$ cat src/rtl/segment_to_accumulate_if.sv
// Upstream segment beats and downstream accumulated-increment beats for segment_to_accumulate.
// slave is the design's view; master is the driving/observing side.
interface segment_to_accumulate_if #(
    parameter int W = 3
);
    logic            s_valid;
    logic            s_ready;
    logic [1:0][6:0] s_data;
    logic            m_valid;
    logic            m_ready;
    logic [W-1:0]    m_data;
    logic [6:0]      m_value;
    logic            m_err;
    logic            m_wrap;

    // Both sides use valid/ready: a beat transfers on a rising edge where valid and
    // ready are both high; valid and its payload hold steady until that edge.
    modport slave (
        input  s_valid, s_data, m_ready,
        output s_ready, m_valid, m_data, m_value, m_err, m_wrap
    );

    modport master (
        output s_valid, s_data, m_ready,
        input  s_ready, m_valid, m_data, m_value, m_err, m_wrap
    );
endinterface

$ cat src/rtl/segment_to_accumulate.sv
// Recovers per-beat increments from a two-digit 7-segment running sum that restarts
// at 0 every N beats; one-entry registered output with a SYNC/LOCKED framing FSM.
module segment_to_accumulate #(
    parameter int N = 10,
    parameter int W = 3
) (
    input  logic                   clk,
    input  logic                   rstn,
    segment_to_accumulate_if.slave bus,
    output logic                   locked
);
    localparam int              CW      = (N > 1) ? $clog2(N) : 1;
    localparam logic [6:0]      MAX_INC = 7'((1 << W) - 1);
    localparam logic [CW-1:0]   LAST    = CW'(N - 1);

    typedef enum logic {SYNC = 1'b0, LOCKED = 1'b1} state_t;

    state_t          r_state;
    logic [CW-1:0]   r_cnt;
    logic [6:0]      r_prev;
    logic            r_m_valid;
    logic [W-1:0]    r_m_data;
    logic [6:0]      r_m_value;
    logic            r_m_err;
    logic            r_m_wrap;

    logic [4:0]      w_tens;
    logic [4:0]      w_units;
    logic            w_bad;
    logic [6:0]      w_value;
    logic [6:0]      w_diff;
    logic [CW-1:0]   w_cnt_next;
    logic            w_accept;

    // Returns {code_ok, digit}.
    function automatic logic [4:0] seg_decode(input logic [6:0] code);
        case (code)
            7'h7E:   seg_decode = {1'b1, 4'd0};
            7'h30:   seg_decode = {1'b1, 4'd1};
            7'h6D:   seg_decode = {1'b1, 4'd2};
            7'h79:   seg_decode = {1'b1, 4'd3};
            7'h33:   seg_decode = {1'b1, 4'd4};
            7'h5B:   seg_decode = {1'b1, 4'd5};
            7'h5F:   seg_decode = {1'b1, 4'd6};
            7'h70:   seg_decode = {1'b1, 4'd7};
            7'h7F:   seg_decode = {1'b1, 4'd8};
            7'h7B:   seg_decode = {1'b1, 4'd9};
            default: seg_decode = 5'd0;
        endcase
    endfunction

    always_comb begin
        w_tens     = seg_decode(bus.s_data[1]);
        w_units    = seg_decode(bus.s_data[0]);
        w_bad      = !(w_tens[4] && w_units[4]);
        w_value    = w_bad ? 7'd0 : (7'(w_tens[3:0]) * 7'd10 + 7'(w_units[3:0]));
        w_diff     = w_value - r_prev;
        w_cnt_next = (r_cnt == LAST) ? '0 : r_cnt + CW'(1);
    end

    assign bus.s_ready = !r_m_valid || bus.m_ready;
    assign w_accept    = bus.s_valid && bus.s_ready;

    always_ff @(posedge clk or negedge rstn) begin
        if (!rstn) begin
            r_state   <= SYNC;
            r_cnt     <= '0;
            r_prev    <= '0;
            r_m_valid <= 1'b0;
            r_m_data  <= '0;
            r_m_value <= '0;
            r_m_err   <= 1'b0;
            r_m_wrap  <= 1'b0;
        end else if (w_accept) begin
            case (r_state)
                SYNC: begin
                    if (!w_bad && (w_value == 7'd0)) begin
                        r_state   <= LOCKED;
                        r_cnt     <= CW'(1);
                        r_prev    <= '0;
                        r_m_valid <= 1'b1;
                        r_m_data  <= '0;
                        r_m_value <= '0;
                        r_m_err   <= 1'b0;
                        r_m_wrap  <= 1'b0;
                    end else begin
                        r_m_valid <= 1'b0;
                    end
                end
                LOCKED: begin
                    r_m_valid <= 1'b1;
                    r_m_value <= w_value;
                    r_m_data  <= '0;
                    r_m_err   <= 1'b0;
                    r_m_wrap  <= 1'b0;
                    r_cnt     <= w_cnt_next;
                    // An unreadable beat still occupies a window slot but tells us nothing about the sum.
                    if (w_bad) begin
                        r_m_err <= 1'b1;
                    end else if (r_cnt == '0) begin
                        if (w_value != 7'd0) begin
                            r_m_err <= 1'b1;
                            r_state <= SYNC;
                            r_cnt   <= '0;
                        end else begin
                            r_prev <= '0;
                        end
                    end else if (w_value >= r_prev) begin
                        r_prev <= w_value;
                        if (w_diff <= MAX_INC) r_m_data <= w_diff[W-1:0];
                        else                   r_m_err  <= 1'b1;
                    end else begin
                        r_m_wrap <= 1'b1;
                        r_prev   <= w_value;
                        if (w_value <= MAX_INC) r_m_data <= w_value[W-1:0];
                        else                    r_m_err  <= 1'b1;
                    end
                end
                default: r_state <= SYNC;
            endcase
        end else if (bus.m_ready) begin
            r_m_valid <= 1'b0;
        end
    end

    assign bus.m_valid = r_m_valid;
    assign bus.m_data  = r_m_data;
    assign bus.m_value = r_m_value;
    assign bus.m_err   = r_m_err;
    assign bus.m_wrap  = r_m_wrap;
    assign locked      = (r_state == LOCKED);
endmodule

$ cat src/flat_wrapper.sv
// flat-port wrapper written by rule: the top's interface ports become plain ports
module segment_to_accumulate_flat 
#(
    parameter int N = 10,
    parameter int W = 3
)
  (clk, rstn, locked, bus_s_valid, bus_s_data, bus_m_ready, bus_s_ready, bus_m_valid, bus_m_data, bus_m_value, bus_m_err, bus_m_wrap);
  segment_to_accumulate_if #(.W(W)) bus_i ();
  input  logic clk;
  input  logic rstn;
  output logic locked;
  input wire logic [$bits(bus_i.s_valid)-1:0] bus_s_valid;
  input wire logic [$bits(bus_i.s_data)-1:0] bus_s_data;
  input wire logic [$bits(bus_i.m_ready)-1:0] bus_m_ready;
  output wire logic [$bits(bus_i.s_ready)-1:0] bus_s_ready;
  output wire logic [$bits(bus_i.m_valid)-1:0] bus_m_valid;
  output wire logic [$bits(bus_i.m_data)-1:0] bus_m_data;
  output wire logic [$bits(bus_i.m_value)-1:0] bus_m_value;
  output wire logic [$bits(bus_i.m_err)-1:0] bus_m_err;
  output wire logic [$bits(bus_i.m_wrap)-1:0] bus_m_wrap;
  assign bus_i.s_valid = bus_s_valid;
  assign bus_i.s_data = bus_s_data;
  assign bus_i.m_ready = bus_m_ready;
  assign bus_s_ready = bus_i.s_ready;
  assign bus_m_valid = bus_i.m_valid;
  assign bus_m_data = bus_i.m_data;
  assign bus_m_value = bus_i.m_value;
  assign bus_m_err = bus_i.m_err;
  assign bus_m_wrap = bus_i.m_wrap;
  segment_to_accumulate #(.N(N), .W(W)) u_core (.clk(clk), .rstn(rstn), .bus(bus_i), .locked(locked));
endmodule
$ cat config.mk
export PLATFORM = sky130hd
export DESIGN_NAME = segment_to_accumulate_flat
export DESIGN_NICKNAME = d
export VERILOG_FILES = /design/src/rtl/segment_to_accumulate_if.sv /design/src/rtl/segment_to_accumulate.sv /design/src/flat_wrapper.sv
export SDC_FILE = /design/constraint.sdc
export NUM_CORES = 1
export LEC_CHECK = 0
export CAP_MARGIN = 20
export CELL_PAD_IN_SITES_DETAIL_PLACEMENT = 0
export CELL_PAD_IN_SITES_GLOBAL_PLACEMENT = 1
export CORE_UTILIZATION = 37
export CTS_CLUSTER_DIAMETER = 100
export DETAILED_ROUTE_END_ITERATION = 6
export PLACE_DENSITY_LB_ADDON = 0.1
export SETUP_SLACK_MARGIN = 0.05
export SLEW_MARGIN = 30
export SYNTH_ARGS = -nofsm -noshare
export SYNTH_HDL_FRONTEND = slang
export SYNTH_SLANG_ARGS = --single-unit
$ cat constraint.sdc
create_clock -name clk -period 2.3 [get_ports clk]
set_input_delay 0.46 -clock clk [delete_from_list [all_inputs] [get_ports clk]]
set_output_delay 0.46 -clock clk [all_outputs]
set_load 0.02 [all_outputs]
==> results.md, run 1 <==
* Status: finished with violations
* Failing checks: setup timing
* Cells after DPL at 433
* Max Cap Violations at 0
* Fmax at 243.8 MHz
* Crit-path max FO at 3
* GRT met3 Usage at 0.03372
* Initial core utilization at 0.3873
* Routability cong. at 0.8893
* Post-synth ARST share at 1.000
* Remaining global-route overflow at 0
* CTS tree: done
* Leakage at 1.715 nW
* H-tree depth at 1
* Critical path cell sequence: buf_6 > or4b_4 > nor3_4 > a21oi_4 > inv_2 > ha_4 > ha_4 > inv_2 > fa_2 > nand2b_4 > nor2_4 > xnor2_2 > nor2_2 > ha_1 > a21oi_2 > nand3b_1 > buf_4 > a2bb2oi_4 > a211oi_2 > a32oi_1 > o41ai_2
* CP Capture Type: register
* FP Rows at 27
* Width of the die at 78.16 um
* Max clock buf depth at 2
* Detailed Route WL at 6795 um
* Final instance area at 0.003849 mm^2
* Worst path slowest cell: or4b_4
* Worst Path Arrival at 4270 ps
* CP Data Required Time at 2470 ps
* Mean Syn Cell Area at 8.515 um^2
* Fin nets at 420
* CTS buffer count at 3
* Clock Root Buffer: clkbuf_8
* Register Area at 625.6 um^2
* Area Growth Syn to Fin at 79.36%
* DRT antenna net count at 0
* Worst slack at placement at -2508 ps
* First-pass GRT wire length at 11,540 um
* # DRC at 0
* Most frequent cells in the layout: buf_4 (87), dfrtp_1 (25), nand2_1 (19), inv_1 (18), clkdlybuf4s50_1 (18)
* First-pass DRT Iterations at 4
* RSZ-0062 raised after global routing: true
* Antenna Cells at 0
* CTS Sinks at 25
* Clk pin slew, worst setup/hold paths at 80 ps
* Syn Inst Count at 252
* Initial DRC Count at 86
* Worst Hold Class: reg -> reg
* Average vias per placed instance at 5.393
* Post-DP Area at 0.003206 mm^2
* Clk pwr share at 0.231
* Multi-input gate area at 0.001911 mm^2
* Most Crowded Layer GR: met2
* Vias in the first global route at 2,419
* CP max stage delay at 580 ps
* Crit path time final at 4101 ps
* Slew Viols, Final at 0
* Synthesized cell area at 0.002146 mm^2
* Largest net degree at the start of global routing at 26
* GRT met1 Usage at 0.3231
* P_int at 784.6 uW
* Initial antenna violation count at 0
* Total nets after synthesis at 288
* Number of synthesized register bits at 25
* Net Switching at 373.5 uW
* Util after Layout at 0.6947
* Via count at 2,454
* Non-Filler Instances at 455
* Io pins at 33
* Share of cells above drive strength 1 at 0.5065
* Peak supply drop at 0.2468 mV
* Seq/Total Area, Yosys at 0.2915
* Die span in y at 78.16 um
* Most common cell after layout, fill and taps aside: buf_4
* Max-slew headroom at 0.6674
* Wire length per cell at 14.93 um
* Synth Flop Type: dfrtp_1
* CTS Hold Bufs at 0
* EDFF count, synth at 0
* Die area at 0.006108 mm^2
* Endpoints failing hold at 0
* Pwr dens at 300.9 mW/mm^2
* Seq pwr share at 0.419
* Worst-Skew Late Latency at 270 ps
* Yosys Warn Count at 0
* # setup viols final at 25
* Core ar. at 0.005540 mm^2
* Slew @ Worst Pin at 495.4 ps
* Grt met2 use at 0.3789
* CP Class: in -> reg
* Fillers at 432
* Clock Skew at 7.596 ps
* Element type at the critical path start: primary input
* Final WS setup at -1801 ps
* Number of port buffers at 32
* HPWL Detailed at 4840 um
* Unique masters post-synth at 60
* Comb pwr share at 0.350
* Final cycle utilization of the critical path at 1.783
* GRT Overall Usage at 0.2341
* Sw frac at 0.3225
==> state kept, by name, summed over array words and instances, names as in the netlist <==
signal / cells
u_core.bus.m_wrap: 1
u_core.bus.m_err: 1
u_core.locked: 1
u_core.r_cnt: 4
u_core.bus.m_data: 3
u_core.bus.m_valid: 1
u_core.bus.m_value: 7
u_core.r_prev: 7
==> final cells by class <==
cell class	count	share of cell area
Timing Repair Buffer	132	0.2845
Clock inverter	1	0.001951
Tap cell	72	0.02341
Inverter	21	0.02048
Clock buffer	3	0.01073
Sequential cell	25	0.1625
Multi-Input combinational cell	201	0.4964
==> power by group through the flow <==
stage	logic [mW]	clock network, mW	registers [mW]
after CTS	0.398	0.273	0.486
final	0.405	0.268	0.485
after global routing	0.445	0.294	0.489
after global placement	0.342	0	0.494
after floorplan	0.155	0	0.508
after detailed placement	0.344	0	0.495
==> cell families (layout without fill, tap and decap cells) <==
kind of cell    Yosys count  count (layout)  share of synthesized area
simple gates             91              91                     0.2297
compound gates           82              82                     0.2746
mux                       2               2                   0.009330
xor+xnor                  8               8                    0.03265
flops                    25              25                     0.2915
buf+inv                  26             157                    0.04665
fa+ha+maj                18              18                     0.1155
==> path summary, 6_finish.rpt <==
kind | start | endpoint | slack [ps] | cells past startpoint
setup / recovery | bus_s_data[8] | u_core.bus.m_data[0] | -1800 | 21
hold / removal | u_core.bus.m_wrap | u_core.bus.m_wrap | 490 | 1
setup reg to reg | u_core.r_prev[0] | u_core.bus.m_err | -360 | 10
hold reg to reg | u_core.bus.m_wrap | u_core.bus.m_wrap | 490 | 1
max in group asynchronous | rstn | u_core.r_cnt[0] | 1510 | 2
min in group asynchronous | rstn | u_core.bus.m_value[2] | 540 | 2
==> synth_stat cells, drive strengths merged (2+ instances only) <==
library cell / count / share of area
a31oi: 2 / 0.0058
o21ai: 21 / 0.049
a22oi: 4 / 0.020
nand2: 31 / 0.054
o2111ai: 3 / 0.012
nand2b: 6 / 0.017
nand3: 5 / 0.012
a31o: 2 / 0.0082
nor2b: 7 / 0.020
nor3b: 3 / 0.010
dfrtp: 25 / 0.29
a22o: 7 / 0.029
o31ai: 2 / 0.0070
nor3: 5 / 0.012
nor2: 11 / 0.019
inv: 21 / 0.037
xor2: 3 / 0.012
a311oi: 2 / 0.0082
or4b: 3 / 0.014
a211oi: 5 / 0.020
o21a: 3 / 0.010
fa: 3 / 0.028
mux2i: 2 / 0.0093
clkbuf: 2 / 0.0035
ha: 15 / 0.087
a21oi: 10 / 0.023
or3b: 2 / 0.0082
nor4: 2 / 0.0058
buf: 3 / 0.0064
and3: 3 / 0.0087
o41ai: 2 / 0.0082
nand3b: 3 / 0.010
xnor2: 5 / 0.020
nand4b: 2 / 0.0082
a21o: 6 / 0.021
==> timing repair <==
action / CTS / global route
pin swaps: 53 / 16
resized for setup: 127 / 25
endpoints found under the setup margin: 25 / 25
setup buffers: 16 / 4
hold endpoints to repair: 0 / 0
gates cloned: 1 / 0
==> metal layers <==
layer | wire length [um] | vias to the layer above
li1 | - | 1200
met1 | 3243 | 1179
met2 | 3145 | 59
met3 | 232 | 16
met4 | 174 | 0
met5 | 0 | -
==> metrics by stage <==
step | hold slack [ps] | power (mW) | TNS, ps
final | 487.2 | 1.158 | -31890
after global routing | 512.8 | 1.229 | -35450
after CTS | 489.5 | 1.157 | -28800
after detailed placement | 469.5 | 0.8388 | -53850
after global placement | 465.8 | 0.8353 | -53280
after floorplan | 164.4 | 0.6634 | -36030
==> critical path: cells and delay by family <==
family | cells | cell delay (ps)
and+or+nand+nor | 6 | 1240
buffers and inverters | 4 | 380
xor gates and xnor gates | 1 | 120
AOI/OAI and AO/OA | 6 | 930
adders and majority gates | 4 | 1120
No activity file was read; power rests on OpenSTA's default activity.
==> inputs of run 2 (changes only) <==
--- a/config.mk
+++ b/config.mk
@@ -9,7 +9,7 @@
 export CELL_PAD_IN_SITES_DETAIL_PLACEMENT = 0
 export CELL_PAD_IN_SITES_GLOBAL_PLACEMENT = 1
 export CORE_UTILIZATION = 37
-export CTS_CLUSTER_DIAMETER = 100
+export CTS_CLUSTER_DIAMETER = 60
 export DETAILED_ROUTE_END_ITERATION = 6
 export PLACE_DENSITY_LB_ADDON = 0.1
 export SETUP_SLACK_MARGIN = 0.05
==> results of run 2 <==
The final DEF is identical to that of run 1; final timing and power are the same.
